$ cat src/rtl/tpu_pkg.sv
// Shared TPU definitions: array/operand defaults and the sequencer state type.
package tpu_pkg;

    localparam int unsigned DIM     = 8;
    localparam int unsigned BITS_AB = 8;
    localparam int unsigned BITS_C  = 32;

    typedef enum logic [2:0] {
        StIdle,
        StClear,
        StCompute,
        StDrain,
        StDone
    } tpu_seq_state_t;

endpackage

$ cat src/rtl/tpu_skew_decode.sv
// Skewed feed-window decode: lane i is fed while i <= k_idx <= i+DIM-1.
module tpu_skew_decode #(
    parameter int unsigned DIM = 8,
    parameter int unsigned KW  = 5
) (
    input  logic [KW-1:0]  k_idx,
    input  logic           active,
    output logic [DIM-1:0] mask
);

    always_comb begin
        mask = '0;
        for (int i = 0; i < int'(DIM); i++) begin
            mask[i] = active && (int'(k_idx) >= i) && (int'(k_idx) <= i + int'(DIM) - 1);
        end
    end

endmodule

$ cat src/rtl/tpu_seq.sv
// Systolic matmul sequencer: clears accumulators, feeds 3*DIM-2 skewed
// k-steps (frozen by stall), then drains DIM result rows under rd_ready.
module tpu_seq #(
    parameter int unsigned DIM = tpu_pkg::DIM,
    parameter int unsigned KW  = $clog2(3 * DIM)
) (
    input  logic                    clk,
    input  logic                    rst,
    input  logic                    start,
    input  logic                    stall,
    output logic                    busy,
    output logic                    done,
    output logic                    mac_en,
    output logic                    mac_wren,
    output logic [KW-1:0]           k_idx,
    output logic [DIM-1:0]          a_lane_vld,
    output logic [DIM-1:0]          b_lane_vld,
    output logic                    rd_valid,
    input  logic                    rd_ready,
    output logic [$clog2(DIM)-1:0]  rd_row
);

    import tpu_pkg::*;

    localparam int unsigned RW = $clog2(DIM);
    localparam logic [KW-1:0] KLast   = KW'(3 * DIM - 3);
    localparam logic [RW-1:0] RowLast = RW'(DIM - 1);

    tpu_seq_state_t  state_q;
    logic [KW-1:0]   k_q;
    logic [RW-1:0]   row_q;
    logic [DIM-1:0]  lane_vld;

    always_ff @(posedge clk) begin
        if (rst) begin
            state_q <= StIdle;
            k_q     <= '0;
            row_q   <= '0;
        end else begin
            unique case (state_q)
                StIdle: begin
                    if (start) state_q <= StClear;
                end
                StClear: begin
                    state_q <= StCompute;
                    k_q     <= '0;
                end
                StCompute: begin
                    if (!stall) begin
                        // k_idx saturates on the last feed step instead of wrapping
                        if (k_q == KLast) begin
                            state_q <= StDrain;
                            row_q   <= '0;
                        end else begin
                            k_q <= k_q + 1'b1;
                        end
                    end
                end
                StDrain: begin
                    if (rd_ready) begin
                        if (row_q == RowLast) state_q <= StDone;
                        else                  row_q   <= row_q + 1'b1;
                    end
                end
                StDone: begin
                    state_q <= StIdle;
                    k_q     <= '0;
                    row_q   <= '0;
                end
                default: state_q <= StIdle;
            endcase
        end
    end

    tpu_skew_decode #(
        .DIM (DIM),
        .KW  (KW)
    ) u_skew (
        .k_idx  (k_q),
        .active (state_q == StCompute),
        .mask   (lane_vld)
    );

    // mac_en is the only output with a combinational input path (from stall)
    assign mac_en     = (state_q == StCompute) && !stall;
    assign mac_wren   = (state_q == StClear);
    assign busy       = (state_q != StIdle);
    assign done       = (state_q == StDone);
    assign rd_valid   = (state_q == StDrain);
    assign k_idx      = k_q;
    assign rd_row     = row_q;
    assign a_lane_vld = lane_vld;
    assign b_lane_vld = lane_vld;

endmodule

$ cat config.mk
export PLATFORM = sky130hd
export DESIGN_NAME = tpu_seq
export DESIGN_NICKNAME = d
export VERILOG_FILES = /design/src/rtl/tpu_pkg.sv /design/src/rtl/tpu_skew_decode.sv /design/src/rtl/tpu_seq.sv
export SDC_FILE = /design/constraint.sdc
export NUM_CORES = 1
export LEC_CHECK = 0
export BUFFER_PORTS_ARGS = -buffer_cell sky130_fd_sc_hd__buf_2
export CORE_MARGIN = 1
export CORE_UTILIZATION = 48
export CTS_CLUSTER_SIZE = 40
export DETAILED_ROUTE_END_ITERATION = 8
export GPL_TIMING_DRIVEN = 0
export PLACE_DENSITY_LB_ADDON = 0.1
export SYNTH_ARGS = -nofsm -noshare
export SYNTH_HDL_FRONTEND = slang
export SYNTH_SLANG_ARGS = --single-unit
export TNS_END_PERCENT = 30
$ cat constraint.sdc
create_clock -name clk -period 2.13 [get_ports clk]
set_input_delay 0.213 -clock clk [delete_from_list [all_inputs] [get_ports clk]]
set_output_delay 0.213 -clock clk [all_outputs]
set_load 0.05 [all_outputs]
==> results of run 1 <==
==> cells by family after synthesis <==
kind of cell             Yosys count  synth area share (%)
flip-flops                        11                  24.5
XOR/XNOR                           4                  3.90
AND/OR/NAND/NOR                   54                  34.8
buffers and inverters             20                  12.9
adder cells (fa/ha/maj)            5                  6.95
AO/OA/AOI/OAI                     23                  17.0
==> per-layer routing <==
layer | vias to the layer above | wire (microns) | GRT usage (%)
met2 | 26 | 976 | 36.8
met3 | 0 | 102 | 7.20
met5 | - | 0 | 0
li1 | 474 | - | -
met4 | 0 | 0 | 1.82
met1 | 432 | 1030 | 31.1
==> layout make-up <==
| cell class | count | area (sq um) | share of cell area, % |
|---|---|---|---|
| tap | 25 | 31.3 | 2.46 |
| sequential | 11 | 225 | 17.7 |
| clock buffer | 4 | 26.3 | 2.06 |
| buffer | 16 | 115 | 9.05 |
| inverter | 4 | 15.0 | 1.18 |
| multi-input combinational | 86 | 682 | 53.6 |
| timing repair buffer | 32 | 178 | 14.0 |
==> cells in the final DEF (no fill, tap or decap), types with 3 or more instances in the layout <==
| cell type | n |
|---|---|
| dfxtp_1 | 7 |
| clkbuf_4 | 5 |
| nor3_4 | 3 |
| clkbuf_2 | 3 |
| ha_1 | 4 |
| nand4_1 | 3 |
| dfxtp_2 | 4 |
| buf_6 | 5 |
| buf_4 | 7 |
| nand2_1 | 12 |
| buf_2 | 30 |
| a21oi_1 | 4 |
| inv_1 | 3 |
| nor2_1 | 11 |
| o21ai_0 | 3 |
==> registers in the layout, summed over array words and instances, names as in the netlist <==
| register | flops |
|---|---|
| k_idx | 5 |
| rd_row | 3 |
| state_q | 3 |
==> through the flow <==
step	utilization (%)	worst slack (ns)	area, sq um	TNS (ns)	instances
after floorplan	-	-0.0575	997	-0.0575	117
after global placement	68.1	0.179	1190	0	174
after detailed placement	68.1	0.157	1190	0	174
after CTS	71.0	0.00308	1240	0	178
after global routing	72.9	0.00244	1270	0	178
final	72.9	0.118	1270	0	178
==> cells in the mapped netlist (2+ instances only) <==
| master | instances | area share [%] |
|---|---|---|
| o31a_1 | 2 | 1.9 |
| nand2b_1 | 2 | 1.4 |
| ha_1 | 5 | 7.0 |
| buf_4 | 8 | 6.7 |
| o21a_1 | 2 | 1.7 |
| and2_1 | 2 | 1.4 |
| inv_1 | 4 | 1.7 |
| a21oi_1 | 6 | 3.3 |
| clkbuf_1 | 3 | 1.3 |
| buf_2 | 2 | 1.1 |
| nand4_1 | 3 | 2.1 |
| nor3_1 | 5 | 2.8 |
| xor2_1 | 2 | 1.9 |
| nand3_1 | 2 | 1.1 |
| nor2b_1 | 2 | 1.4 |
| nor2_1 | 13 | 5.4 |
| xnor2_1 | 2 | 1.9 |
| or3_1 | 2 | 1.4 |
| nor3b_1 | 2 | 1.7 |
| nand2_1 | 13 | 5.4 |
| dfxtp_1 | 11 | 24 |
| o21ai_0 | 3 | 1.7 |
| a311oi_1 | 2 | 1.9 |
==> final timing paths <==
check | slack [ns] | endpoint | start | depth (start not counted)
worst min register to register | 0.49 | rd_row[1]$_SDFFE_PP0P_ | rd_row[1]$_SDFFE_PP0P_ | 2
worst max register to register | 0.41 | rd_row[2]$_SDFFE_PP0P_ | k_idx[1]$_SDFFE_PP0P_ | 7
worst max-delay path | 0.12 | b_lane_vld[5] | k_idx[1]$_SDFFE_PP0P_ | 8
worst min-delay path | 0.19 | state_q[0]$_SDFFE_PP0P_ | start | 3
==> repair_timing <==
| action | 4_1_cts | 5_1_grt |
|---|---|---|
| gates resized for setup | 5 | 11 |
| setup endpoints to repair | 6 | 10 |
| pin swaps | 0 | 1 |
| buffers inserted | 0 | 0 |
==> worst max-delay path: stages, from the launching register on <==
cell,delay [ns]
dfxtp_2,0.35
buf_6,0.14
inv_2,0.06
ha_4,0.17
o31a_1,0.26
o22ai_2,0.23
nor2_4,0.04
buf_4,0.13
buf_6,0.14
==> report_power, final <==
part,internal [uW],switching (uW)
clock,72.5,68.5
sequential,210,7.01
combinational,35.5,84.5
==> impl_metrics.yaml, run 1 <==
placed_design:
  gp_congestion: 0.757
  io_buffers: 32
  place_hpwl_microns: 1570
sta:
  report.final.setup_viol: 0
  fin_skew_ns: 0.00121
  tightest_slew_ns: 0.426
  slew_violations: 0
  hold_slack_ns: 0.194
  post-route-period-util_pct: 94.5
  slew_headroom_pct: 71.6
  max_freq_mhz: 497
  rsz0062_at_grt: "false"
  hold_viol: 0
  fin_crit_ns: 2.01
status:
  status: "completed"
drt:
  antenna_left: 0
  drt-pass1-iter-count: 4
  routed_via_density: 5.24
  wl_per_cell_microns: 11.8
  drc: 0
  wirelength_microns: 2110
  vias: 932
  drt_iter0_markers: 13
logic_synthesis:
  synth_warnings: 0
  synthFlopType: "dfxtp_1"
  syn_nets: 127
  synth_edf_count: 0
  synth.ff_latch_count: 11
  ys_async_sr_fraction_pct: 0
  synthCells: 117
  synth_area_per_cell_sq_um: 7.69
  synthesis.area_sq_um: 900
  ys_types: 42
  seq_area_frac_synth_pct: 24.5
worst_setup_path:
  setup.worst_path.class: "reg2out"
  required_ns: 1.92
  cp_max_fo: 10
  crit_path_end_kind: "output port"
  start_kind: "flop"
  critical_path_arrival_ns: 1.80
power_and_ir_drop:
  power_density_nw_per_um2: 376
  leakagePower_uw: 0.000597
  p_total_uw: 478
  peakVddDrop_v: 0.000482
grt:
  grt_pass1_vias: 756
  grt_pass1_wl_microns: 3380
  grt_max_degree: 11
  antenna_found_initial: 0
  overflow: 0
  grt_use_total_pct: 22.8
clock_network:
  holdBufCountCts: 0
  clk_path_buf_depth: 2
  clkSinkCount: 11
  htree_levels: 1
  numCtsBuffers: 3
  cts_root_buffer: "clkbuf_4"
  cts_tree: "built"
  insertion_delay_ns: 0.27
  path_clk_slew_ns: 0.07
floorplanning:
  std_cell_rows: 15
  chipWidth_microns: 45.3
  start_util_pct: 51.5
  pin_count: 34
  die_h_microns: 45.3
  core_sq_um: 1750
  die_area_sq_um: 2050
finish:
  area_growth_pct: 41.4
  final_layout_size_suffix_gt1_share_pct: 45.8
  fin_nets: 164
  num_antenna_cells: 0
  fill_cells: 171
flow_run:
  cap_violations: 0
min_path:
  holdCritPathClass: "in2reg"
Note: power is estimated with default switching activity, not from simulation.
==> run 2: changes to the inputs <==
--- a/config.mk
+++ b/config.mk
@@ -5,9 +5,10 @@
 export SDC_FILE = /design/constraint.sdc
 export NUM_CORES = 1
 export LEC_CHECK = 0
+export ABC_AREA = 1
 export BUFFER_PORTS_ARGS = -buffer_cell sky130_fd_sc_hd__buf_2
 export CORE_MARGIN = 1
-export CORE_UTILIZATION = 48
+export CORE_UTILIZATION = 25
 export CTS_CLUSTER_SIZE = 40
 export DETAILED_ROUTE_END_ITERATION = 8
 export GPL_TIMING_DRIVEN = 0
==> run 2 against run 1 <==
Net effect: via count is 12% higher; hold slack gained 0.019 ns; utilization fell by 37 points; register-to-register slack improved by 0.14 ns; critical path depth grew 1; total power grew to 3.2 times the previous value; clock skew rose by 0.0013 ns; clock power increased by 50%; largest power group is now combinational logic; highest routed layer unchanged.
==> impl_metrics.yaml, run 2 <==
status:
  status: "completed"
clock_network:
  insertion_delay_ns: 0.24
  htree_levels: 1
  numCtsBuffers: 3
  cts_resized: 0
  cts_tree: "built"
  clk_path_buf_depth: 2
  clkSinkCount: 11
  post_cts_buffers: 0
  holdBufCountCts: 0
  path_clk_slew_ns: 0.05
  cts_root_buffer: "clkbuf_8"
logic_synthesis:
  seq_area_frac_synth_pct: 22.1
  synth_edf_count: 0
  synthFlopType: "dfxtp_1"
  synthDominantCellAreaShare_pct: 22.1
  synth_warnings: 0
  ys_top_cells_by_area: "dfxtp_1 22%, nand2_1 9.8%, nand3_1 7.0%, ha_1 6.3%, buf_4 6.0%"
  ys_types: 29
  synth_commonest_cells: "26 x nand2_1, 14 x inv_1, 14 x nand3_1, 12 x nor2_1, 11 x dfxtp_1"
  synthCells: 148
  synthesis.area_sq_um: 997
  synthXorXnorAreaFrac_pct: 1.76
  syn_nets: 158
  post-synth-top-area-cell: "dfxtp_1"
  synth_compound_area_share_pct: 13.9
  synth_top_family_by_area: "simple AND/OR/NAND/NOR gates"
  synth.ff_latch_count: 11
  yosysMostFrequentCell: "nand2_1"
  synthMuxAreaShare_pct: 0
  synthAdderAreaFrac_pct: 6.27
  ys_async_sr_fraction_pct: 0
  yosys.area_share.simple_pct: 41.5
  synth_area_per_cell_sq_um: 6.74
min_path:
  holdCritPathClass: "in2reg"
floorplanning:
  die_area_sq_um: 4250
  pin_count: 34
  core_sq_um: 3740
  chipWidth_microns: 65.2
  start_util_pct: 26.6
  std_cell_rows: 22
  die_h_microns: 65.2
placed_design:
  io_buffers: 33
  place_hpwl_microns: 2060
  gp_congestion: 0.773
drt:
  antenna_left: 0
  wirelength_microns: 2540
  wl_per_cell_microns: 10.9
  drt_iter0_markers: 29
  drt-pass1-iter-count: 4
  vias: 1048
  routed_via_density: 4.50
  drc: 0
sta:
  slew_violations: 0
  report.final.setup_viol: 0
  post-route-period-util_pct: 97.4
  slew_headroom_pct: 74.4
  tightest_slew_ns: 0.382
  fin_skew_ns: 0.00249
  max_freq_mhz: 482
  rsz0062_at_grt: "true"
  fin_crit_ns: 2.07
  hold_slack_ns: 0.213
  hold_viol: 0
finish:
  multi_input_area_sq_um: 717
  top_register: "k_idx"
  largest_register_ff_count: 5
  fin_nets: 196
  seqCellArea_sq_um: 226
  final_common_cell: "buf_2"
  num_antenna_cells: 0
  fill_cells: 437
  final_layout_size_suffix_gt1_share_pct: 45.4
  area_growth_pct: 36.6
  final_cell_mix: "32 x buf_2, 26 x nand2_1, 14 x nand3_1"
worst_setup_path:
  max_stage_delay_ns: 0.41
  path_cells: "inv_2 > nand2_1 > inv_2 > a31oi_1 > o21ai_1 > nand3_1 > inv_1 > buf_4 > buf_2"
  crit_slowest_cell: "dfxtp_2"
  setup.worst_path.class: "reg2out"
  required_ns: 1.92
  path_common_cell: "inv_2"
  cp_max_fo: 7
  critical_path_arrival_ns: 1.86
  crit_path_end_kind: "output port"
  start_kind: "flop"
power_and_ir_drop:
  p_total_uw: 1550
  power_density_nw_per_um2: 1140
  peakVddDrop_v: 0.000691
  leakagePower_uw: 0.000699
grt:
  overflow: 0
  grt_pass1_vias: 908
  grt_pass1_wl_microns: 4150
  grt_max_degree: 11
  antenna_found_initial: 0
  grt_use_total_pct: 12.5
flow_run:
  cap_violations: 0
-- run 2: worst paths after layout --
| check | slack, ns | endpoint | cells after the start | start |
|---|---|---|---|---|
| worst max register to register | 0.55 | state_q[1]$_SDFFE_PP0P_ | 9 | k_idx[1]$_SDFFE_PP0P_ |
| worst min register to register | 0.52 | rd_row[2]$_SDFFE_PP0P_ | 2 | rd_row[2]$_SDFFE_PP0P_ |
| worst min-delay path | 0.21 | k_idx[3]$_SDFFE_PP0P_ | 2 | rst |
| worst max-delay path | 0.06 | b_lane_vld[2] | 9 | k_idx[4]$_SDFFE_PP0P_ |
-- run 2: area by class of cell --
class	instances	share of cell area, %
clock buffers	4	3.31
plain buffers	9	4.78
well taps	48	4.41
flip-flops and latches	11	16.6
multi-input cells	107	52.6
repair buffers	33	12.5
inverters	21	5.79
-- run 2: per-stage QoR --
stage / area (sq um) / instances / worst slack (ns) / TNS [ns] / util (%)
finish: 1360 / 233 / 0.0558 / 0 / 36.4
global route: 1360 / 233 / -0.0729 / -0.0729 / 36.4
CTS: 1350 / 233 / 0.0150 / 0 / 35.9
detailed placement: 1300 / 229 / 0.272 / 0 / 34.7
global placement: 1300 / 229 / 0.300 / 0 / 34.7
floorplan: 1070 / 148 / 0.0384 / 0 / -
-- run 2: where the power goes --
| group | switching, uW | internal [uW] | total, uW |
|---|---|---|---|
| sequential | 72.9 | 263 | 335 |
| combinational | 730 | 273 | 1000 |
| clock | 79.5 | 132 | 211 |
-- run 2: routing by layer --
layer	track usage, %	vias up	wire [microns]
li1	-	547	-
met4	3.26	0	0
met2	18.6	27	1110
met1	17.8	474	1310
met5	0	-	0
met3	2.95	0	121
-- run 2: logic make-up after synthesis --
kind of cell               count (synthesis)
AOI/OAI and AO/OA                         24
xor gates and xnor gates                   2
adders and majority gates                  5
buffers and inverters                     30
DFF                                       11
and+or+nand+nor                           76
-- run 2: worst max-delay path, delay by kind of cell (launching register included) --
kind,cells,cell delay [ns]
AO/OA/AOI/OAI,2,0.40
buffers and inverters,5,0.51
flip-flops,1,0.41
AND/OR/NAND/NOR,2,0.30
==> run 3: changes to the inputs <==
==> constraint.sdc (replaced) <==
create_clock -name clk -period 2.13 [get_ports clk]
set_input_delay 0.1065 -clock clk [delete_from_list [all_inputs] [get_ports clk]]
set_output_delay 0.1065 -clock clk [all_outputs]
set_load 0.05 [all_outputs]
==> run 3 against run 2 <==
Net effect: first-iteration DRC count increased by 31%; global-route usage decreased by 0.47 points; via count decreased by 0.38%; routed wire length decreased by 3.8%; die area unchanged; design area decreased by 2.6%; sequential share of layout area increased by 0.16 points; critical path depth decreased by 1; utilization decreased by 0.94 points; count of clock-buffer cells in the layout decreased by 1; clock skew increased by 0.0022 ns; critical endpoint is now b_lane_vld[1]; largest power group unchanged.
==> impl_metrics.yaml, run 3 (same netlist as run 2, synthesis figures left out) <==
worst_setup_path:
  r2r_end: "state_q[0]$_SDFFE_PP0P_"
  required_ns: 2.02
  critical_path_arrival_ns: 1.90
  critPathBufInv: 3
  max_stage_delay_ns: 0.42
  crit_start: "k_idx[1]$_SDFFE_PP0P_"
  crit_slowest_cell: "dfxtp_1"
  cp_top_family: "buffers and inverters"
  cp_max_fo: 7
  rrSetupSlack_ns: 0.45
  start_kind: "flop"
  reg2regPathDepth: 9
  setup.worst_path.class: "reg2out"
  crit_path_end_kind: "output port"
  r2r_start: "k_idx[1]$_SDFFE_PP0P_"
  path_cells: "inv_1 > ha_1 > nand2_1 > o21ai_0 > nor3_1 > nor3_4 > buf_4 > buf_2"
sta:
  rsz0062_at_grt: "false"
  post-route-period-util_pct: 94.1
  fin_crit_ns: 2.01
  layout_setup_ws_ns: 0.125
  tightest_slew_ns: 0.399
  slew_headroom_pct: 73.1
  hold_slack_ns: 0.107
  slew_violations: 0
  report.final.setup_viol: 0
  hold_viol: 0
  max_freq_mhz: 499
  fin_skew_ns: 0.00474
power_and_ir_drop:
  leakagePower_uw: 0.000694
  peakVddDrop_v: 0.000758
  power_density_nw_per_um2: 1160
  p_total_uw: 1530
clock_network:
  htree_levels: 1
  numCtsBuffers: 3
  insertion_delay_ns: 0.24
  holdBufCountCts: 0
  cts_tree: "built"
  cts_root_buffer: "clkbuf_8"
  path_clk_slew_ns: 0.05
  clk_path_buf_depth: 2
  clkSinkCount: 11
placed_design:
  io_buffers: 33
  gp_congestion: 0.797
  dpl.cell_count: 229
  place_hpwl_microns: 2020
  pre_cts_ws_ns: 0.350
floorplanning:
  chipWidth_microns: 65.2
  start_util_pct: 26.6
  pin_count: 34
  die_area_sq_um: 4250
  die_h_microns: 65.2
  std_cell_rows: 22
  core_sq_um: 3740
finish:
  num_antenna_cells: 0
  final_layout_size_suffix_gt1_share_pct: 42.7
  largest_register_ff_count: 5
  fin_nets: 196
  fin_util_pct: 35.5
  area_growth_pct: 33.1
  fin_cells: 233
  final_cell_mix: "34 x buf_2, 26 x nand2_1, 14 x inv_1, 14 x nand3_1, 12 x nor2_1"
  final_common_cell: "buf_2"
  top_register: "k_idx"
status:
  status: "completed"
drt:
  drc: 0
  antenna_left: 0
  vias: 1044
  routed_via_density: 4.48
  drt_iter0_markers: 38
  wirelength_microns: 2440
  wl_per_cell_microns: 10.5
  drt-pass1-iter-count: 4
min_path:
  holdCritPathClass: "in2reg"
  hold_depth: 2
  whs_endpoint: "k_idx[4]$_SDFFE_PP0P_"
  hp-start: "rst"
grt:
  antenna_found_initial: 0
  grt_pass1_vias: 902
  grt_pass1_wl_microns: 4030
  grt_max_degree: 11
  grt_use_total_pct: 12.0
  overflow: 0
flow_run:
  cap_violations: 0
run 3: changes by cell type in the layout (fill, tap and decap cells not counted), sizes merged:
cell / before / now
clkbuf: 6 / 3
buf: 40 / 42
clkinv: 0 / 1
run 3: worst max path at each step:
stage	endpoint	cells after the start
final	b_lane_vld[1]	8
after global routing	b_lane_vld[1]	8
after CTS	b_lane_vld[6]	8
after detailed placement	b_lane_vld[6]	8
after global placement	b_lane_vld[6]	8
after floorplan	b_lane_vld[4]	5
run 3: timing repair:
action | 4_1_cts | 5_1_grt
endpoints found under the setup margin | 0 | 2
buffers inserted | 0 | 0
resized for setup | 0 | 3
run 3: layer usage:
layer,part of all wire [%],GRT usage [%],vias up
met5,0,0,-
met4,0.29,2.45,0
met3,6.1,2.78,2
met2,42,17.7,34
met1,51,17.6,462
li1,-,-,546
run 3: final cells by class:
class	count	area, sq um
Timing Repair Buffer	33	165
Buffer	9	65.1
Sequential cell	11	223
Tap cell	48	60.1
Clock inverter	1	5.00
Clock buffer	3	41.3
Multi-Input combinational cell	107	689
Inverter	21	78.8
Fill cell	425	2420
run 3: metrics by stage:
step | TNS, ns | instance area [sq um]
global route | 0 | 1330
global placement | 0 | 1270
finish | 0 | 1330
detailed placement | 0 | 1270
CTS | 0 | 1320
floorplan | -0.302 | 1040
run 3: power breakdown:
group / switching, uW / total [uW] / internal (uW) / leakage [uW]
registers: 70.1 / 332 / 262 / 0.0000907
clock network: 81.2 / 210 / 129 / 0.0000255
logic: 725 / 993 / 268 / 0.000577
